--- config.mk ---
export PLATFORM = sky130hd
export DESIGN_NAME = bsg_link_downstream_rx_flat
export DESIGN_NICKNAME = d
export VERILOG_FILES = /design/src/rtl/bsg_link_downstream_rx_if.sv /design/src/rtl/bsg_link_downstream_rx.sv /design/src/flat_wrapper.sv
export SDC_FILE = /design/constraint.sdc
export NUM_CORES = 2
export LEC_CHECK = 0
export BUFFER_PORTS_ARGS = -buffer_cell sky130_fd_sc_hd__buf_2
export CORE_ASPECT_RATIO = 1.2
export CORE_MARGIN = 2
export CORE_UTILIZATION = 55
export CTS_CLUSTER_SIZE = 14
export DETAILED_ROUTE_END_ITERATION = 8
export PLACE_DENSITY = 0.71
export SYNTH_ARGS = -nofsm -noshare
export SYNTH_HDL_FRONTEND = slang
export SYNTH_SLANG_ARGS = --single-unit
--- constraint.sdc ---
create_clock -name clk -period 8.6 [get_ports clk]
set_input_delay 0.86 -clock clk [delete_from_list [all_inputs] [get_ports clk]]
set_output_delay 0.86 -clock clk [all_outputs]
set_load 0.01 [all_outputs]
--- src/rtl/bsg_link_downstream_rx_if.sv ---
// Link-side and core-side signal bundle for bsg_link_downstream_rx.
// Stats outputs exist only when BSG_LINK_RX_STATS_EN is defined.
interface bsg_link_downstream_rx_if;
    logic        io_valid_in;
    logic [7:0]  io_data_in_ch0;
    logic [7:0]  io_data_in_ch1;
    logic        io_token;
    logic [63:0] core_data_out;
    logic        core_valid_out;
    logic        core_ready_in;
    logic        overflow_err;
`ifdef BSG_LINK_RX_STATS_EN
    logic [31:0] rx_word_cnt;
    logic [15:0] tok_cnt;

    modport master (
        output io_valid_in, io_data_in_ch0, io_data_in_ch1, core_ready_in,
        input  io_token, core_data_out, core_valid_out, overflow_err, rx_word_cnt, tok_cnt
    );
    modport slave (
        input  io_valid_in, io_data_in_ch0, io_data_in_ch1, core_ready_in,
        output io_token, core_data_out, core_valid_out, overflow_err, rx_word_cnt, tok_cnt
    );
`else
    modport master (
        output io_valid_in, io_data_in_ch0, io_data_in_ch1, core_ready_in,
        input  io_token, core_data_out, core_valid_out, overflow_err
    );
    modport slave (
        input  io_valid_in, io_data_in_ch0, io_data_in_ch1, core_ready_in,
        output io_token, core_data_out, core_valid_out, overflow_err
    );
`endif
endinterface

--- src/rtl/bsg_link_downstream_rx.sv ---
// Receive end of the BSG link: beat assembly, credit-sized word FIFO, token return.
// Optional word/token statistics counters with BSG_LINK_RX_STATS_EN.
module bsg_link_downstream_rx #(
    parameter int unsigned DEPTH       = 16,
    parameter int unsigned TOKEN_BATCH = 8,
    parameter int unsigned BEATS       = 4
) (
    input logic                    clk,
    input logic                    rst_n,
    bsg_link_downstream_rx_if.slave link
);
    localparam int unsigned AW = $clog2(DEPTH);
    localparam int unsigned CW = AW + 1;
    localparam int unsigned BW = $clog2(BEATS);
    localparam int unsigned TW = $clog2(TOKEN_BATCH);
    localparam int unsigned PW = 16 * (BEATS - 1);

    logic [BW-1:0] beat_q, beat_d;
    logic [PW-1:0] partial_q, partial_d;
    logic [63:0]   mem_q [DEPTH];
    logic [AW-1:0] wr_ptr_q, wr_ptr_d;
    logic [AW-1:0] rd_ptr_q, rd_ptr_d;
    logic [CW-1:0] count_q, count_d;
    logic [TW-1:0] tc_q, tc_d;
    logic          token_q, token_d;
    logic          ovf_q, ovf_d;

    logic [15:0] slice;
    logic [63:0] word;
    logic        last_beat, push, pop, full, accept;

    assign slice     = {link.io_data_in_ch1, link.io_data_in_ch0};
    assign word      = {slice, partial_q};
    assign last_beat = (beat_q == BW'(BEATS - 1));
    assign push      = link.io_valid_in && last_beat;
    assign pop       = (count_q != '0) && link.core_ready_in;
    assign full      = (count_q == CW'(DEPTH));
    // A pop on the same edge frees the slot, so a full FIFO still takes the word.
    assign accept    = push && (!full || pop);

    always_comb begin
        beat_d    = beat_q;
        partial_d = partial_q;
        if (link.io_valid_in) begin
            beat_d = beat_q + 1'b1;
            for (int unsigned i = 0; i < BEATS - 1; i++) begin
                if (beat_q == BW'(i)) partial_d[16*i +: 16] = slice;
            end
        end
    end

    always_comb begin
        wr_ptr_d = accept ? wr_ptr_q + 1'b1 : wr_ptr_q;
        rd_ptr_d = pop ? rd_ptr_q + 1'b1 : rd_ptr_q;
        count_d  = count_q;
        case ({accept, pop})
            2'b10:   count_d = count_q + 1'b1;
            2'b01:   count_d = count_q - 1'b1;
            default: count_d = count_q;
        endcase
        ovf_d = ovf_q | (push && full && !pop);
    end

    always_comb begin
        tc_d    = tc_q;
        token_d = 1'b0;
        if (pop) begin
            if (tc_q == TW'(TOKEN_BATCH - 1)) begin
                tc_d    = '0;
                token_d = 1'b1;
            end else begin
                tc_d = tc_q + 1'b1;
            end
        end
    end

    always_ff @(posedge clk or negedge rst_n) begin
        if (!rst_n) begin
            beat_q    <= '0;
            partial_q <= '0;
            wr_ptr_q  <= '0;
            rd_ptr_q  <= '0;
            count_q   <= '0;
            tc_q      <= '0;
            token_q   <= 1'b0;
            ovf_q     <= 1'b0;
        end else begin
            beat_q    <= beat_d;
            partial_q <= partial_d;
            wr_ptr_q  <= wr_ptr_d;
            rd_ptr_q  <= rd_ptr_d;
            count_q   <= count_d;
            tc_q      <= tc_d;
            token_q   <= token_d;
            ovf_q     <= ovf_d;
        end
    end

    // Storage is reset so the head word reads as zero out of reset.
    always_ff @(posedge clk or negedge rst_n) begin
        if (!rst_n) begin
            for (int unsigned i = 0; i < DEPTH; i++) mem_q[i] <= '0;
        end else if (accept) begin
            mem_q[wr_ptr_q] <= word;
        end
    end

    assign link.core_data_out  = mem_q[rd_ptr_q];
    assign link.core_valid_out = (count_q != '0);
    assign link.io_token       = token_q;
    assign link.overflow_err   = ovf_q;

`ifdef BSG_LINK_RX_STATS_EN
    logic [31:0] rx_word_cnt_q;
    logic [15:0] tok_cnt_q;

    always_ff @(posedge clk or negedge rst_n) begin
        if (!rst_n) begin
            rx_word_cnt_q <= '0;
            tok_cnt_q     <= '0;
        end else begin
            if (accept)  rx_word_cnt_q <= rx_word_cnt_q + 1'b1;
            if (token_q) tok_cnt_q     <= tok_cnt_q + 1'b1;
        end
    end

    assign link.rx_word_cnt = rx_word_cnt_q;
    assign link.tok_cnt     = tok_cnt_q;
`endif
endmodule

--- src/flat_wrapper.sv ---
// flat-port wrapper written by rule: the top's interface ports become plain ports
module bsg_link_downstream_rx_flat 
#(
    parameter int unsigned DEPTH       = 16,
    parameter int unsigned TOKEN_BATCH = 8,
    parameter int unsigned BEATS       = 4
)
  (clk, rst_n, link_io_valid_in, link_io_data_in_ch0, link_io_data_in_ch1, link_core_ready_in, link_io_token, link_core_data_out, link_core_valid_out, link_overflow_err);
  bsg_link_downstream_rx_if link_i ();
  input logic clk;
  input logic rst_n;
  input wire logic [$bits(link_i.io_valid_in)-1:0] link_io_valid_in;
  input wire logic [$bits(link_i.io_data_in_ch0)-1:0] link_io_data_in_ch0;
  input wire logic [$bits(link_i.io_data_in_ch1)-1:0] link_io_data_in_ch1;
  input wire logic [$bits(link_i.core_ready_in)-1:0] link_core_ready_in;
  output wire logic [$bits(link_i.io_token)-1:0] link_io_token;
  output wire logic [$bits(link_i.core_data_out)-1:0] link_core_data_out;
  output wire logic [$bits(link_i.core_valid_out)-1:0] link_core_valid_out;
  output wire logic [$bits(link_i.overflow_err)-1:0] link_overflow_err;
  assign link_i.io_valid_in = link_io_valid_in;
  assign link_i.io_data_in_ch0 = link_io_data_in_ch0;
  assign link_i.io_data_in_ch1 = link_io_data_in_ch1;
  assign link_i.core_ready_in = link_core_ready_in;
  assign link_io_token = link_i.io_token;
  assign link_core_data_out = link_i.core_data_out;
  assign link_core_valid_out = link_i.core_valid_out;
  assign link_overflow_err = link_i.overflow_err;
  bsg_link_downstream_rx #(.DEPTH(DEPTH), .TOKEN_BATCH(TOKEN_BATCH), .BEATS(BEATS)) u_core (.clk(clk), .rst_n(rst_n), .link(link_i));
endmodule
# Word-level counts from Yosys, hierarchy flattened
# Index checks and enable logic that the tools add are counted.
[op_classes]
n_addsub = 6
mul = 0
div = 0
order_cmp = 3
eq_ne = 7
n_shift = 0
mux = 10
bitwise = 3
reduce_logical = 15
[ops]
columns = ["op", "count"]
rows = [
  ["bitwise mux 1024 bit", 1],
  ["binary-select mux 64 bit (select 4 bit)", 1],
  ["demux 64 bit (select 4 bit)", 1],
  ["2-to-1 mux 64 bit", 3],
  ["greater-or-equal comparator 5 bit, second input constant", 2],
  ["inverter 4 -> 5 bit", 2],
  ["one-hot mux 5 bit (2 select lines)", 1],
  ["adder 4 x 1 -> 4 bit, second input constant", 2],
  ["== test 2 bit, second input constant", 3],
  ["logical AND 1 bit", 6],
  ["AND reduction 2 bit", 3],
  ["adder 5 x 1 -> 5 bit, second input constant", 1],
  ["== test 5 bit, second input constant", 1],
  ["< comparator 5 x 1 -> 1 bit, second input constant", 1],
  ["nonzero test 5 bit", 1],
  ["subtractor 5 x 1 -> 5 bit, second input constant", 1],
  ["== test 2 x 1 -> 1 bit, second input constant", 2],
  ["adder 3 x 1 -> 3 bit, second input constant", 1],
  ["== test 3 bit, second input constant", 1],
  ["2-to-1 mux 3 bit", 1],
  ["adder 2 x 1 -> 2 bit, second input constant", 1],
  ["logical NOT 1 bit", 2],
  ["logical NOT 2 bit", 1],
  ["2-to-1 mux 1 bit", 2],
  ["other kinds (3)", 3],
]
[totals]
ff_bits = 1092
latchBits = 0
ramBits = 0
rom_bits = 0
inputBits = 20
word_cells = 70
n_memories = 0

# Longest topological paths before layout
[depth]
depth_word = 6
mapped_depth = 13
ltp_nobuf = 11

# Worst setup path before layout
# OpenSTA, ideal clock, no wires.
[synth_timing]
kind = "register -> output"
start = "register u_core.rd_ptr_q[0]"
end = "output link_core_data_out[14]"
arrival_ps = 2132
t_required_ps = 7740
slack_ps = 5608
path_stages_with_launch = 7
path_buffers = 3
path_cell_list = "dfrtp_1 > clkbuf_1 > clkbuf_1 > buf_1 > mux4_2 > a22oi_1 > nand2_1"
[synth_via]
elab_chain_len = 4
[synth_rtl]
columns = ["item", "line_no", "source"]
rows = [
  ["from (decl)", "bsg_link_downstream_rx.sv:22", "logic [AW-1:0] rd_ptr_q, rd_ptr_d;"],
  ["from (signal assigned)", "bsg_link_downstream_rx.sv:91", "rd_ptr_q <= rd_ptr_d;"],
  ["inverter 4 -> 5 bit (not written as such)", "bsg_link_downstream_rx.sv:108", "assign link.core_data_out = mem_q[rd_ptr_q];"],
  ["binary-select mux 64 bit (select 4 bit)", "bsg_link_downstream_rx.sv:108", ""],
  ["2-to-1 mux 64 bit (not written as such) (2 in series)", "bsg_link_downstream_rx.sv:108", ""],
  ["to (decl)", "flat_wrapper.sv:17", "output wire logic [$bits(link_i.core_data_out)-1:0] link_core_data_out;"],
]
# Every way passes these cells. The select of a mux whose other input is x is not followed.

# Final worst setup path
[layout_timing]
start = "register u_core.rd_ptr_q[0]"
end = "output link_core_data_out[39]"
# The elaborated chain is that of the path after synthesis.

==> flow_summary_export.csv <==
group,metric,value,unit
global_routing,grt_pass1_wl,180000,um
synthesis,ys_warn_count,0,
timing,setup_viol,0,
timing,max_slew_margin,25.2,%
timing,rsz0062_at_grt,"false",
power_and_ir_drop,ir_drop,0.000277,V
synthesis,synth.top_cells.by_area,"dfrtp_1 56%, mux2_2 24%, mux4_2 12%",
drt,wl,116000,um
clock_tree,clkSinkCount,1092,
finish,drive_gt1_share,53.6,%
clock_tree,ctsResizeCount,0,
finish,fillers,6439,
critical_path,max_stage_delay,1010,ps
floorplan,die_area,90700,um2
synthesis,syn_nets,3026,
critical_path,crit_fanout,114,
critical_path,worst_ep_required_time,7740,ps
timing,finalHoldViolations,0,
drt,avgViaCountPerCell,6.32,
floorplan,die_w,275,um
timing,period_minus_slack,4710,ps
clock_tree,path_clk_slew,60,ps
clock_tree,postCtsSetupRepairBufs,0,
synthesis,ys.flop_type,"dfrtp_1",
timing,fin_worst_skew,21.9,ps
floorplan,start_util,55.4,%
critical_path,cp_num_buf_inv,2,
clock_tree,cts_buffers,107,
clock_tree,cts_buffer_depth,3,
timing,fmax,212,MHz
synthesis,synth_edf_count,0,
min_path,worstHoldPathType,"input pin to async pin",
drt,vias,26500,
synthesis,synth_top_area_share,56.3,%
global_routing,track_usage,26.4,%
timing,finalSetupTns,0,ps
placed_design,io_buffers,86,
synthesis,postSynthCellCount,2992,
global_routing,grt_max_degree,179,
synthesis,syn_area_per_cell,16.2,um2
run_status,status,"complete, no violations",
timing,tightest_slew,1120,ps
critical_path,timing.critical_path.to_type,"output port",
drt,drt-met1-wl,46100,um
synthesis,synthArstFlopShare,100,%
drt,drcViolationCount,0,
drt,wl_met2,60000,um
finish,nets,2995,
synthesis,syn_area,48600,um2
floorplan,rows,119,
power_and_ir_drop,power_leakage,25.0,nW
clock_tree,clock_latency,680,ps
drt,dr.first_iter.drc_count,1762,
drt,drtPass1Iterations,5,
synthesis,yosysSeqAreaShare,56.3,%
clock_tree,root_buffer,"clkbuf_16",
drt,wl_met3,5600,um
synthesis,synth.distinct_cells,40,
timing,maxSlewViolCount,0,
timing,holdWs,184,ps
drt,drtAntennaViolNets,0,
synthesis,synth_most_common_cell,"dfrtp_1",
global_routing,grt_overflow,0,
critical_path,crit_slowest_cell,"dfrtp_4",
critical_path,worst-setup-path-type,"flop to output port",
synthesis,synth_common_cells,"1092 x dfrtp_1, 1034 x mux2_2, 256 x mux4_2, 128 x a22oi_1, 125 x clkbuf_1",
floorplan,io_pins,87,
synthesis,ys_seq_elements,1092,
clock_tree,cts_tree,"yes",
drt,routedWlPerCell,27.5,um
global_routing,grt_pass1_vias,29800,
clock_tree,cts-htree-levels,3,
power_and_ir_drop,cellPowerDensity,359,nW/um2
synthesis,yosysTopAreaCell,"dfrtp_1",
finish,syn_to_final_growth,10.0,%
job,drv_cap,0,
clock_tree,holdBufCountCts,0,
placed_design,gp_congestion,0.738,
placed_design,hpwl,64300,um
global_routing,antenna_found_initial,12,
critical_path,crit_path_cell_trace,"buf_12 -> mux4_2 -> a22oi_1 -> nand2_1 -> buf_2",
floorplan,core-area,87700,um2
timing,fin_crit_sh,54.8,%
critical_path,start_kind,"flop",
critical_path,cp_top_family,"flip-flops",
drt,dr.max_layer_used,"met5",
critical_path,arrival,3850,ps
floorplan,die_y,330,um
[final timing paths]
kind                       slack, ps               start  depth (start not counted)                     end
setup / recovery                3890  u_core.rd_ptr_q[0]                          5  link_core_data_out[39]
hold / removal                   180               rst_n                          1       u_core.mem_q[906]
setup reg to reg                4840   u_core.count_q[2]                          5       u_core.mem_q[533]
hold reg to reg                  490    u_core.mem_q[52]                          1        u_core.mem_q[52]
max in group asynchronous       6250               rst_n                          3      u_core.rd_ptr_q[1]
min in group clk                 490    u_core.mem_q[52]                          1        u_core.mem_q[52]
[sequential cells by signal (all words and copies together) (netlist names)]
name	flops
u_core.wr_ptr_q	4
u_core.partial_q	48
u_core.beat_q	2
u_core.rd_ptr_q	4
u_core.mem_q	1024
u_core.count_q	5
u_core.link.overflow_err	1
u_core.link.io_token	1
u_core.tc_q	3
[metrics by stage]
step	total power [mW]	instance area (um2)	cells	utilization (%)	setup slack [ps]
2_1_floorplan	12.4	48600	2992	-	5610
3_3_place_gp	13.9	49700	4001	56.6	4480
3_5_place_dp	14.3	49700	4001	56.6	4470
4_1_cts	19.3	53400	4192	60.9	3730
5_1_grt	20.2	53400	4192	60.9	3600
6_report	19.2	53400	4195	60.9	3890
[power by group]
group | internal (mW) | leakage [nW] | switching (mW)
clock | 2.97 | 1.83 | 1.98
combinational | 3.17 | 8.55 | 2.48
sequential | 7.01 | 14.7 | 1.55
total | 13.2 | 25.0 | 6.01
[final cells by class]
cell class	instances	area, um2	share of cell area, %
diodes	3	7.51	0.0141
flip-flops and latches	1092	27300	51.2
inverters	8	30.0	0.0562
clock inverters	41	657	1.23
clock buffers	150	3080	5.77
multi-input cells	1620	20000	37.4
repair buffers	132	886	1.66
well taps	1149	1440	2.69
[cells in the final DEF, fill, tap and decap left out, types with 4 or more instances in the layout]
| cell | count |
|---|---|
| clkbuf_16 | 110 |
| o2111ai_4 | 4 |
| nor2_4 | 13 |
| buf_2 | 85 |
| o21ai_0 | 5 |
| nand2_1 | 80 |
| xnor2_1 | 8 |
| mux2_2 | 1034 |
| clkinvlp_4 | 4 |
| buf_4 | 38 |
| clkinv_2 | 15 |
| a22oi_1 | 128 |
| clkbuf_1 | 22 |
| a21oi_1 | 4 |
| nor3_4 | 4 |
| buf_12 | 8 |
| nand2b_1 | 4 |
| inv_1 | 8 |
| mux2_4 | 10 |
| clkbuf_8 | 18 |
| mux2_1 | 29 |
| ha_1 | 14 |
| bufinv_16 | 16 |
| xor2_1 | 5 |
| mux4_2 | 256 |
| dfrtp_1 | 1090 |
[logic make-up (layout without fill, tap and decap cells)]
group                    after synthesis  after routing  synth area share, %
flip-flops                          1092           1092                 56.3
AND/OR/NAND/NOR                      117            117                 1.15
multiplexers                        1329           1329                 36.8
other                                  0              3                    0
XOR/XNOR                              13             13                0.234
AO/OA/AOI/OAI                        147            147                 2.39
adder cells (fa/ha/maj)               14             14                0.361
buffers and inverters                280            331                 2.77
[metal layers]
layer | vias to the layer above | GRT usage, %
met5 | - | 0
met4 | 8 | 9.93
met3 | 223 | 4.02
met2 | 668 | 45.6
met1 | 14600 | 33.8
li1 | 11000 | -
Note: power is estimated with default switching activity, not from simulation.
